File: config.mk
export PLATFORM = sky130hd
export DESIGN_NAME = instruction_fetch_queue
export DESIGN_NICKNAME = d
export VERILOG_FILES = /design/src/rtl/fetch_pkg.sv /design/src/rtl/fetch_fifo.sv /design/src/rtl/instruction_fetch_queue.sv
export SDC_FILE = /design/constraint.sdc
export NUM_CORES = 1
export LEC_CHECK = 0
export BUFFER_PORTS_ARGS = -buffer_cell sky130_fd_sc_hd__buf_2
export CAP_MARGIN = 0
export CORE_MARGIN = 2
export CORE_UTILIZATION = 45
export DETAILED_ROUTE_END_ITERATION = 16
export PLACE_DENSITY = 0.72
export SYNTH_ARGS = -nofsm -noshare
export SYNTH_HDL_FRONTEND = slang
export SYNTH_HIERARCHICAL = 1
export SYNTH_SLANG_ARGS = --single-unit
File: constraint.sdc
create_clock -name clk -period 9.5 [get_ports clk]
set_input_delay 0.475 -clock clk [delete_from_list [all_inputs] [get_ports clk]]
set_output_delay 0.475 -clock clk [all_outputs]
set_load 0.03 [all_outputs]
File: src/rtl/fetch_pkg.sv
// Shared types and constants for the instruction fetch queue.
package fetch_pkg;

   // Size of one instruction word in bytes; the fetch PC advances by this.
   localparam int INSTR_BYTES = 4;

   // Default widths used by the entry record below.
   localparam int ADDR_W_DEF  = 32;
   localparam int INSTR_W_DEF = 32;

   // Fetch controller states.
   typedef enum logic [1:0] {
      IDLE = 2'd0,   // no request, waiting for a free queue slot
      REQ  = 2'd1,   // request outstanding, waiting for data_good
      DROP = 2'd2    // stale request outstanding after a redirect
   } fetch_state_t;

   // One queued instruction together with the address it was fetched from.
   typedef struct packed {
      logic [ADDR_W_DEF-1:0]  addr;
      logic [INSTR_W_DEF-1:0] instr;
   } fetch_entry_t;

endpackage

File: src/rtl/fetch_fifo.sv
// Circular buffer holding fetched {address, instruction} entries.
// A synchronous clear wins over push and pop in the same cycle.
module fetch_fifo #(
   parameter int DEPTH  = 4,
   parameter int DATA_W = 64
) (
   input  logic                       clk,
   input  logic                       rst,
   input  logic                       clr,
   input  logic                       push,
   input  logic                       pop,
   input  logic [DATA_W-1:0]          wdata,
   output logic [DATA_W-1:0]          rdata,
   output logic [$clog2(DEPTH+1)-1:0] count,
   output logic                       empty,
   output logic                       full
);

   localparam int PTR_W = $clog2(DEPTH);
   localparam int CNT_W = $clog2(DEPTH+1);

   logic [DATA_W-1:0] mem_r [DEPTH];
   logic [PTR_W-1:0]  wr_ptr_r;
   logic [PTR_W-1:0]  rd_ptr_r;
   logic [CNT_W-1:0]  count_r;
   logic [CNT_W-1:0]  count_next_s;
   logic              do_push_s;
   logic              do_pop_s;
   logic              empty_s;
   logic              full_s;

   assign empty_s   = (count_r == {CNT_W{1'b0}});
   assign full_s    = (count_r == CNT_W'(DEPTH));
   assign do_push_s = push && !full_s;
   assign do_pop_s  = pop && !empty_s;

   assign rdata = mem_r[rd_ptr_r];
   assign count = count_r;
   assign empty = empty_s;
   assign full  = full_s;

   // Occupancy after this cycle's push/pop.
   always_comb begin
      count_next_s = count_r;
      case ({do_push_s, do_pop_s})
         2'b10:   count_next_s = count_r + CNT_W'(1);
         2'b01:   count_next_s = count_r - CNT_W'(1);
         default: count_next_s = count_r;
      endcase
   end

   // Read/write pointers and occupancy counter; pointers wrap since DEPTH is a power of two.
   always_ff @(posedge clk or posedge rst) begin
      if (rst) begin
         wr_ptr_r <= {PTR_W{1'b0}};
         rd_ptr_r <= {PTR_W{1'b0}};
         count_r  <= {CNT_W{1'b0}};
      end else if (clr) begin
         wr_ptr_r <= {PTR_W{1'b0}};
         rd_ptr_r <= {PTR_W{1'b0}};
         count_r  <= {CNT_W{1'b0}};
      end else begin
         if (do_push_s) begin
            wr_ptr_r <= wr_ptr_r + PTR_W'(1);
         end
         if (do_pop_s) begin
            rd_ptr_r <= rd_ptr_r + PTR_W'(1);
         end
         count_r <= count_next_s;
      end
   end

   // Entry storage; written only on an accepted push outside a clear.
   always_ff @(posedge clk or posedge rst) begin
      if (rst) begin
         for (int i = 0; i < DEPTH; i++) begin
            mem_r[i] <= {DATA_W{1'b0}};
         end
      end else if (do_push_s && !clr) begin
         mem_r[wr_ptr_r] <= wdata;
      end
   end

endmodule

File: src/rtl/instruction_fetch_queue.sv
// Instruction fetch unit: single-outstanding sequential memory requests,
// a prefetch queue towards decode, and flush/redirect handling.
module instruction_fetch_queue
   import fetch_pkg::*;
#(
   parameter int               ADDR_W   = 32,
   parameter int               INSTR_W  = 32,
   parameter int               DEPTH    = 4,
   parameter logic [ADDR_W-1:0] RESET_PC = 32'h0000_0000
) (
   input  logic                       clk,
   input  logic                       rst,
   output logic                       instr_fetch,
   output logic [ADDR_W-1:0]          fetch_adr_o,
   input  logic                       data_good,
   input  logic [INSTR_W-1:0]         instruction_i,
   output logic                       instr_valid_o,
   input  logic                       instr_ready_i,
   output logic [INSTR_W-1:0]         instruction_o,
   output logic [ADDR_W-1:0]          instruction_adr_o,
   input  logic                       flush_i,
   input  logic [ADDR_W-1:0]          flush_adr_i,
   output logic [$clog2(DEPTH+1)-1:0] count_o
);

   localparam int CNT_W  = $clog2(DEPTH+1);
   localparam int DATA_W = ADDR_W + INSTR_W;

   fetch_state_t      state_r;
   fetch_state_t      state_next_s;
   logic [ADDR_W-1:0] pc_r;
   logic [ADDR_W-1:0] pc_next_s;
   logic [ADDR_W-1:0] flush_target_s;
   logic              instr_fetch_r;
   logic              push_s;
   logic              pop_s;
   logic              room_after_push_s;
   logic [DATA_W-1:0] fifo_rdata_s;
   logic [CNT_W-1:0]  fifo_count_s;
   logic              fifo_empty_s;
   logic              fifo_full_s;

   // Redirect targets are always word aligned.
   assign flush_target_s = flush_adr_i & {{(ADDR_W-2){1'b1}}, 2'b00};

   // A response is only accepted for a live request; a flush discards it.
   assign push_s = (state_r == REQ) && data_good && !flush_i;
   assign pop_s  = !fifo_empty_s && instr_ready_i;

   // In REQ the queue never exceeds DEPTH-1, so a push leaves room unless
   // it fills the last slot without a simultaneous pop.
   assign room_after_push_s = (fifo_count_s != CNT_W'(DEPTH-1)) || pop_s;

   fetch_fifo #(
      .DEPTH  (DEPTH),
      .DATA_W (DATA_W)
   ) u_fifo (
      .clk   (clk),
      .rst   (rst),
      .clr   (flush_i),
      .push  (push_s),
      .pop   (pop_s && !flush_i),
      .wdata ({pc_r, instruction_i}),
      .rdata (fifo_rdata_s),
      .count (fifo_count_s),
      .empty (fifo_empty_s),
      .full  (fifo_full_s)
   );

   // Next fetch state: flush first, then response handling, then slot availability.
   always_comb begin
      state_next_s = state_r;
      case (state_r)
         IDLE: begin
            if (flush_i) begin
               state_next_s = REQ;
            end else if (!fifo_full_s || pop_s) begin
               state_next_s = REQ;
            end else begin
               state_next_s = IDLE;
            end
         end
         REQ: begin
            if (flush_i) begin
               if (data_good) begin
                  state_next_s = REQ;
               end else begin
                  state_next_s = DROP;
               end
            end else if (data_good) begin
               if (room_after_push_s) begin
                  state_next_s = REQ;
               end else begin
                  state_next_s = IDLE;
               end
            end else begin
               state_next_s = REQ;
            end
         end
         DROP: begin
            if (flush_i) begin
               state_next_s = DROP;
            end else if (data_good) begin
               state_next_s = REQ;
            end else begin
               state_next_s = DROP;
            end
         end
         default: state_next_s = IDLE;
      endcase
   end

   // Next fetch PC: redirect on flush, advance one word per accepted response.
   always_comb begin
      pc_next_s = pc_r;
      if (flush_i) begin
         pc_next_s = flush_target_s;
      end else if (push_s) begin
         pc_next_s = pc_r + ADDR_W'(INSTR_BYTES);
      end else begin
         pc_next_s = pc_r;
      end
   end

   // State, PC and request-line registers.
   always_ff @(posedge clk or posedge rst) begin
      if (rst) begin
         state_r       <= IDLE;
         pc_r          <= RESET_PC;
         instr_fetch_r <= 1'b0;
      end else begin
         state_r       <= state_next_s;
         pc_r          <= pc_next_s;
         instr_fetch_r <= (state_next_s == REQ);
      end
   end

   assign instr_fetch   = instr_fetch_r;
   assign fetch_adr_o   = pc_r;
   assign instr_valid_o = !fifo_empty_s;
   assign count_o       = fifo_count_s;

   // Head outputs come from queue storage and read as zero when empty.
   always_comb begin
      if (fifo_empty_s) begin
         instruction_o     = {INSTR_W{1'b0}};
         instruction_adr_o = {ADDR_W{1'b0}};
      end else begin
         instruction_o     = fifo_rdata_s[INSTR_W-1:0];
         instruction_adr_o = fifo_rdata_s[DATA_W-1:INSTR_W];
      end
   end

endmodule

# After elaboration in Yosys (flattened, before gate mapping)
# Index checks and enable logic that the tools add are counted.
# W data, S select, Z words.
# word_totals
reg_bits,298
inputBits,69
output_inout_bits,101
# classes
addsub,5
n_lt_le_gt_ge,3
n_eq_ne,7
mux,24
bitwise,2
reduce_logical,19
# op_table
cell,n
$bwmux W256,1
$mux W64,3
$bmux W64 S2,1
$demux W64 S2,1
$mux W32,4
$add A32 B3 Y32 const B,1
$mux W2,8
$logic_and A1 B1 Y1,8
$eq A2 B1 Y1 const B,3
$ge A3 B3 Y1 const B,2
$not A2 Y3,2
$pmux W2 S3,1
$pmux W3 S2,1
$reduce_bool A2 Y1,3
$add A2 B1 Y2 const B,2
$eq A2 B2 Y1 const B,2
$add A3 B1 Y3 const B,1
$eq A3 B3 Y1 const B,1
$logic_not A1 Y1,3
$logic_not A3 Y1,1
$lt A3 B1 Y1 const B,1
$mux W1,3
$mux W3,1
$ne A3 B2 Y1 const B,1
other kinds (4),5

# Logic depth before layout (Yosys ltp)
# depth
ltp_word,9
depth_mapped,12
mapped_depth_nobuf,10

# By module
# Netlist, hierarchy kept.
# by_module_without_submodules
module,n_inst,cells_each,area_per_inst_um2,seq_area_each_um2
fetch_fifo,1,685,11865.1,6581.3
instruction_fetch_queue,1,308,2463.6,825.8

# Worst setup path after synthesis
# Ideal clock, no wire load.
# synth_timing
path_type,flip-flop to flip-flop
from,register u_fifo.count_r[1] (netlist: u_fifo/count[1])
to,register u_fifo.count_r[1] (netlist: u_fifo/count[1])
t_arrival_ns,2.756
slack_ns,6.609
stages_incl_launch_ff,13
n_path_buf,2
synth_period_minus_slack_ns,2.891
cell_sequence,dfrtp_1 -> buf_2 -> or2_2 -> nor2_1 -> nor2b_1 -> and2_1 -> clkbuf_1 -> o31ai_1 -> a21oi_1 -> fa_1 -> or2_2 -> a21oi_1 -> a2111oi_0
# synth_between
elab_chain_cells,8
elab_cells_between_ends,15
classes_between,add/sub (2); eq/ne (3); mux (2); reduce/logical (8)
# synth_rtl
item,line_no,text
"start, declared",fetch_fifo.sv:25,logic [CNT_W-1:0] count_r;
"start signal, assigned",fetch_fifo.sv:57,count_r <= {CNT_W{1'b0}};
"start signal, assigned",fetch_fifo.sv:61,count_r <= {CNT_W{1'b0}};
"start signal, assigned",fetch_fifo.sv:69,count_r <= count_next_s;
$logic_not A3 Y1 *,fetch_fifo.sv:32,assign empty_s = (count_r == {CNT_W{1'b0}});
named net fifo_empty_s,instruction_fetch_queue.sv:40,logic fifo_empty_s;
$logic_not A1 Y1 *,"fetch_fifo.sv:35, instruction_fetch_queue.sv:48",
$logic_and A1 B1 Y1,instruction_fetch_queue.sv:48,assign pop_s = !fifo_empty_s && instr_ready_i;
$logic_and A1 B1 Y1,instruction_fetch_queue.sv:62,".pop (pop_s && !flush_i),"
$logic_and A1 B1 Y1 *,fetch_fifo.sv:35,assign do_pop_s = pop && !empty_s;
$eq A2 B1 Y1 or $eq A2 B2 Y1 (tied branches),fetch_fifo.sv:45,"case ({do_push_s, do_pop_s})"
$pmux W3 S2,fetch_fifo.sv:45,
$mux W3,fetch_fifo.sv:58,end else if (clr) begin
# Mark *: on every way through the listed nets, which the timed path passes. The rest lies on a longest branch.
# A chain may end at the register's enable or synchronous reset.

# Worst setup path after layout
# layout_timing
from,register state_r[1]
to,register u_fifo/mem_r[79] (netlist bit)
# layout_between
elab_chain_cells,5
# layout_rtl
item,line_no,text
"start, declared",instruction_fetch_queue.sv:29,fetch_state_t state_r;
"start signal, assigned",instruction_fetch_queue.sv:132,state_r <= state_next_s;
$eq A2 B1 Y1,instruction_fetch_queue.sv:47,assign push_s = (state_r == REQ) && data_good && !flush_i;
$logic_and A1 B1 Y1 (2 in a row),instruction_fetch_queue.sv:47,
named net push_s,instruction_fetch_queue.sv:35,logic push_s;
$logic_and A1 B1 Y1,fetch_fifo.sv:34,assign do_push_s = push && !full_s;
$logic_and A1 B1 Y1,fetch_fifo.sv:79,end else if (do_push_s && !clr) begin
"end signal, assigned by index",fetch_fifo.sv:77,mem_r[i] <= {DATA_W{1'b0}};
"end signal, assigned by index",fetch_fifo.sv:80,mem_r[wr_ptr_r] <= wdata;
"end, declared",fetch_fifo.sv:22,logic [DATA_W-1:0] mem_r [DEPTH];
# The timed path passes the listed nets, and every way through them passes these cells.

==> metrics <==
Port Buffers around 170; ys flop type dfrtp_1; Chip Width 182 microns; drt wl/cell about 21 microns; Slew headroom 0.273; CTS buffer count 35; Routed Antenna Nets 0; initial DRC count approximately 540; first-pass GRT wire length approximately 53000 microns; post-DP HPWL between 15000 and 20000 microns; cell area after synthesis about 14000 sq um; clk buf depth 3; fmax around 260 MHz; met3 Resource Use GR 0.0327; IO Pins 170; RePlAce Congestion about 0.74; outcome complete, no violations; CORE AREA approximately 31000 sq um; max cap viols 0; Nets 1222; Setup CP Type flip-flop to flip-flop; CTS H-tree depth 2; TritonCTS clock tree yes; number of synthesized flops with an enable pin 0; post-CTS resize count 0; setup_tns 0 ps; setup bufs post-CTS 0; Hold WS roughly 150 ps; Syn Inst Count between 900 and 1000; most frequent cells in the layout dfrtp_1 (294), mux2_2 (197), buf_2 (165); commonest non-fill, non-tap cell in the layout dfrtp_1; CP Max Fanout between 40 and 50; drt via density 5.69; ys async rst share 1.00; # hold bufs at CTS 0; Vias 8956; area growth from synthesis to layout 15.9%; Clock transition at path regs around 60 ps; Req. time, crit path between 9000 and 10000 ps; Fin Clk Skew approximately 8.8 ps; post-synth cell types a little over 60; period utilization 0.404; initial antenna violation count 0; DRC viols 0; TritonRoute pass-1 iters 5; global routing usage on met1 0.277; Tightest Pin Transition about 1100 ps; Final min period roughly 3800 ps; Max VDD drop 190 uV; post-synthesis sequential area ratio 0.517; Critical Path AT roughly 4200 ps; largest net degree at the start of global routing between 100 and 150; FP Rows 65; Setup Viol. Count Final 0; synthesized area per cell 14.4 sq um; Inserted Diodes 0; initial core utilization 0.455; routing usage on met2 0.336; Ys Warns 6; GR Util All Layers 0.202; Die ar. about 33000 sq um; Sink Count 296; vias in the first global route approximately 9400; RSZ-0062 raised after global routing no; #FFs+latches synth 296; grt total ovfl 0; Skew-Pair Late Insertion Delay 500 ps; Lkg Pwr 7.70 nW; Top Usage Layer GRT met2; final hold violations 0; final-report max-slew violation count 0; clk root buf clkbuf_16; CP Launch Type flip-flop; die height roughly 180 microns; Post-Route WL ~33000 microns; layout cell share with drive strength beyond 1 0.488; PwrDens about 240 nW/um^2; HP Class primary input to async pin; CP endpoint kind flip-flop
==> flip-flops by register name, indices dropped and copies added, names as in the netlist <==
name / count
u_fifo/count: 3
fetch_adr_o: 30
u_fifo/wr_ptr_r: 2
state_r: 2
u_fifo/mem_r: 256
instr_fetch: 1
u_fifo/rd_ptr_r: 2
==> worst max-delay path, cell delays in order (launching register included) <==
cell	delay, ps
dfrtp_1	410
nand3b_1	320
nor2_1	780
and2b_2	380
and3_4	510
buf_4	840
mux2_2	410
==> layer usage <==
layer / vias up / routed length (microns) / part of all wire
met5: - / 0 / 0
met3: 55 / 1730 / 0.053
met2: 233 / 15800 / 0.48
met1: 4692 / 14600 / 0.44
met4: 0 / 765 / 0.023
li1: 3976 / - / -
==> layout make-up <==
type                       instances  area, sq um
timing repair buffer             176          908
tap                              402          503
fill                            2659        14900
multi-input combinational        622         6490
sequential                       296         7410
inverter                          16         67.6
clock inverter                    11          189
clock buffer                      50         1030
==> per-stage QoR <==
stage / area [sq um] / util / std cells / worst slack (ps) / total power [mW]
floorplan: 14400 / - / 1002 / 1780 / 2.34
finish: 16600 / 0.528 / 1573 / 5660 / 3.94
global route: 16600 / 0.528 / 1573 / 5530 / 4.14
global placement: 15400 / 0.489 / 1512 / 5520 / 2.53
detailed placement: 15400 / 0.489 / 1512 / 5520 / 2.57
CTS: 16600 / 0.528 / 1573 / 5690 / 4.00
==> cells in the mapped netlist, types with 3 or more instances <==
library cell  count  area, sq um
dfrtp_1         296         7410
mux2_2          197         2220
nor2b_1          65          407
mux4_2           64         1440
mux2_4           60          901
buf_2            29          145
nand2_1          26         97.6
clkbuf_1         25         93.8
o21ai_0          19         95.1
nand4_1          18          113
nor2_1           18         67.6
inv_1            16         60.1
nand3_1          14         70.1
a31oi_1          12         75.1
or4_1            10         75.1
a21oi_1           9         45.0
nor3_1            8         40.0
buf_12            7          140
o31ai_1           7         52.6
xor2_1            7         61.3
ha_1              5         62.6
xnor2_1           5         43.8
nand3_2           4         40.0
nor4_1            4         25.0
or3_1             4         25.0
a211o_1           3         26.3
and2_1            3         18.8
and3_1            3         18.8
and4_1            3         26.3
buf_6             3         33.8
nand2b_1          3         18.8
nand3b_1          3         22.5
o211ai_1          3         22.5
o22ai_1           3         18.8
or2_2             3         18.8
==> worst paths after layout <==
kind / start / endpoint / slack, ps / cells after the start
setup reg to reg: state_r[1] / u_fifo/mem_r[79] / 5660 / 6
hold reg to reg: u_fifo/mem_r[134] / u_fifo/mem_r[134] / 500 / 1
setup / recovery: state_r[1] / u_fifo/mem_r[79] / 5660 / 6
hold / removal: rst / fetch_adr_o[28] / 150 / 3
max in group asynchronous: rst / u_fifo/mem_r[211] / 7940 / 3
min in group clk: flush_adr_i[16] / fetch_adr_o[16] / 180 / 3
==> logic make-up after synthesis <==
group,synth area share
other,0.000262
flip-flops,0.517
buffers and inverters,0.0346
AND/OR/NAND/NOR,0.0835
XOR/XNOR,0.00733
adder cells (fa/ha/maj),0.00576
AO/OA/AOI/OAI,0.0327
multiplexers,0.319
==> report_power, final <==
| group | internal [mW] | switching, mW | total [mW] |
|---|---|---|---|
| logic | 0.471 | 0.375 | 0.846 |
| clock network | 0.893 | 0.511 | 1.40 |
| registers | 1.53 | 0.165 | 1.69 |
| total | 2.89 | 1.05 | 3.94 |
Note: power is estimated with default switching activity, not from simulation.
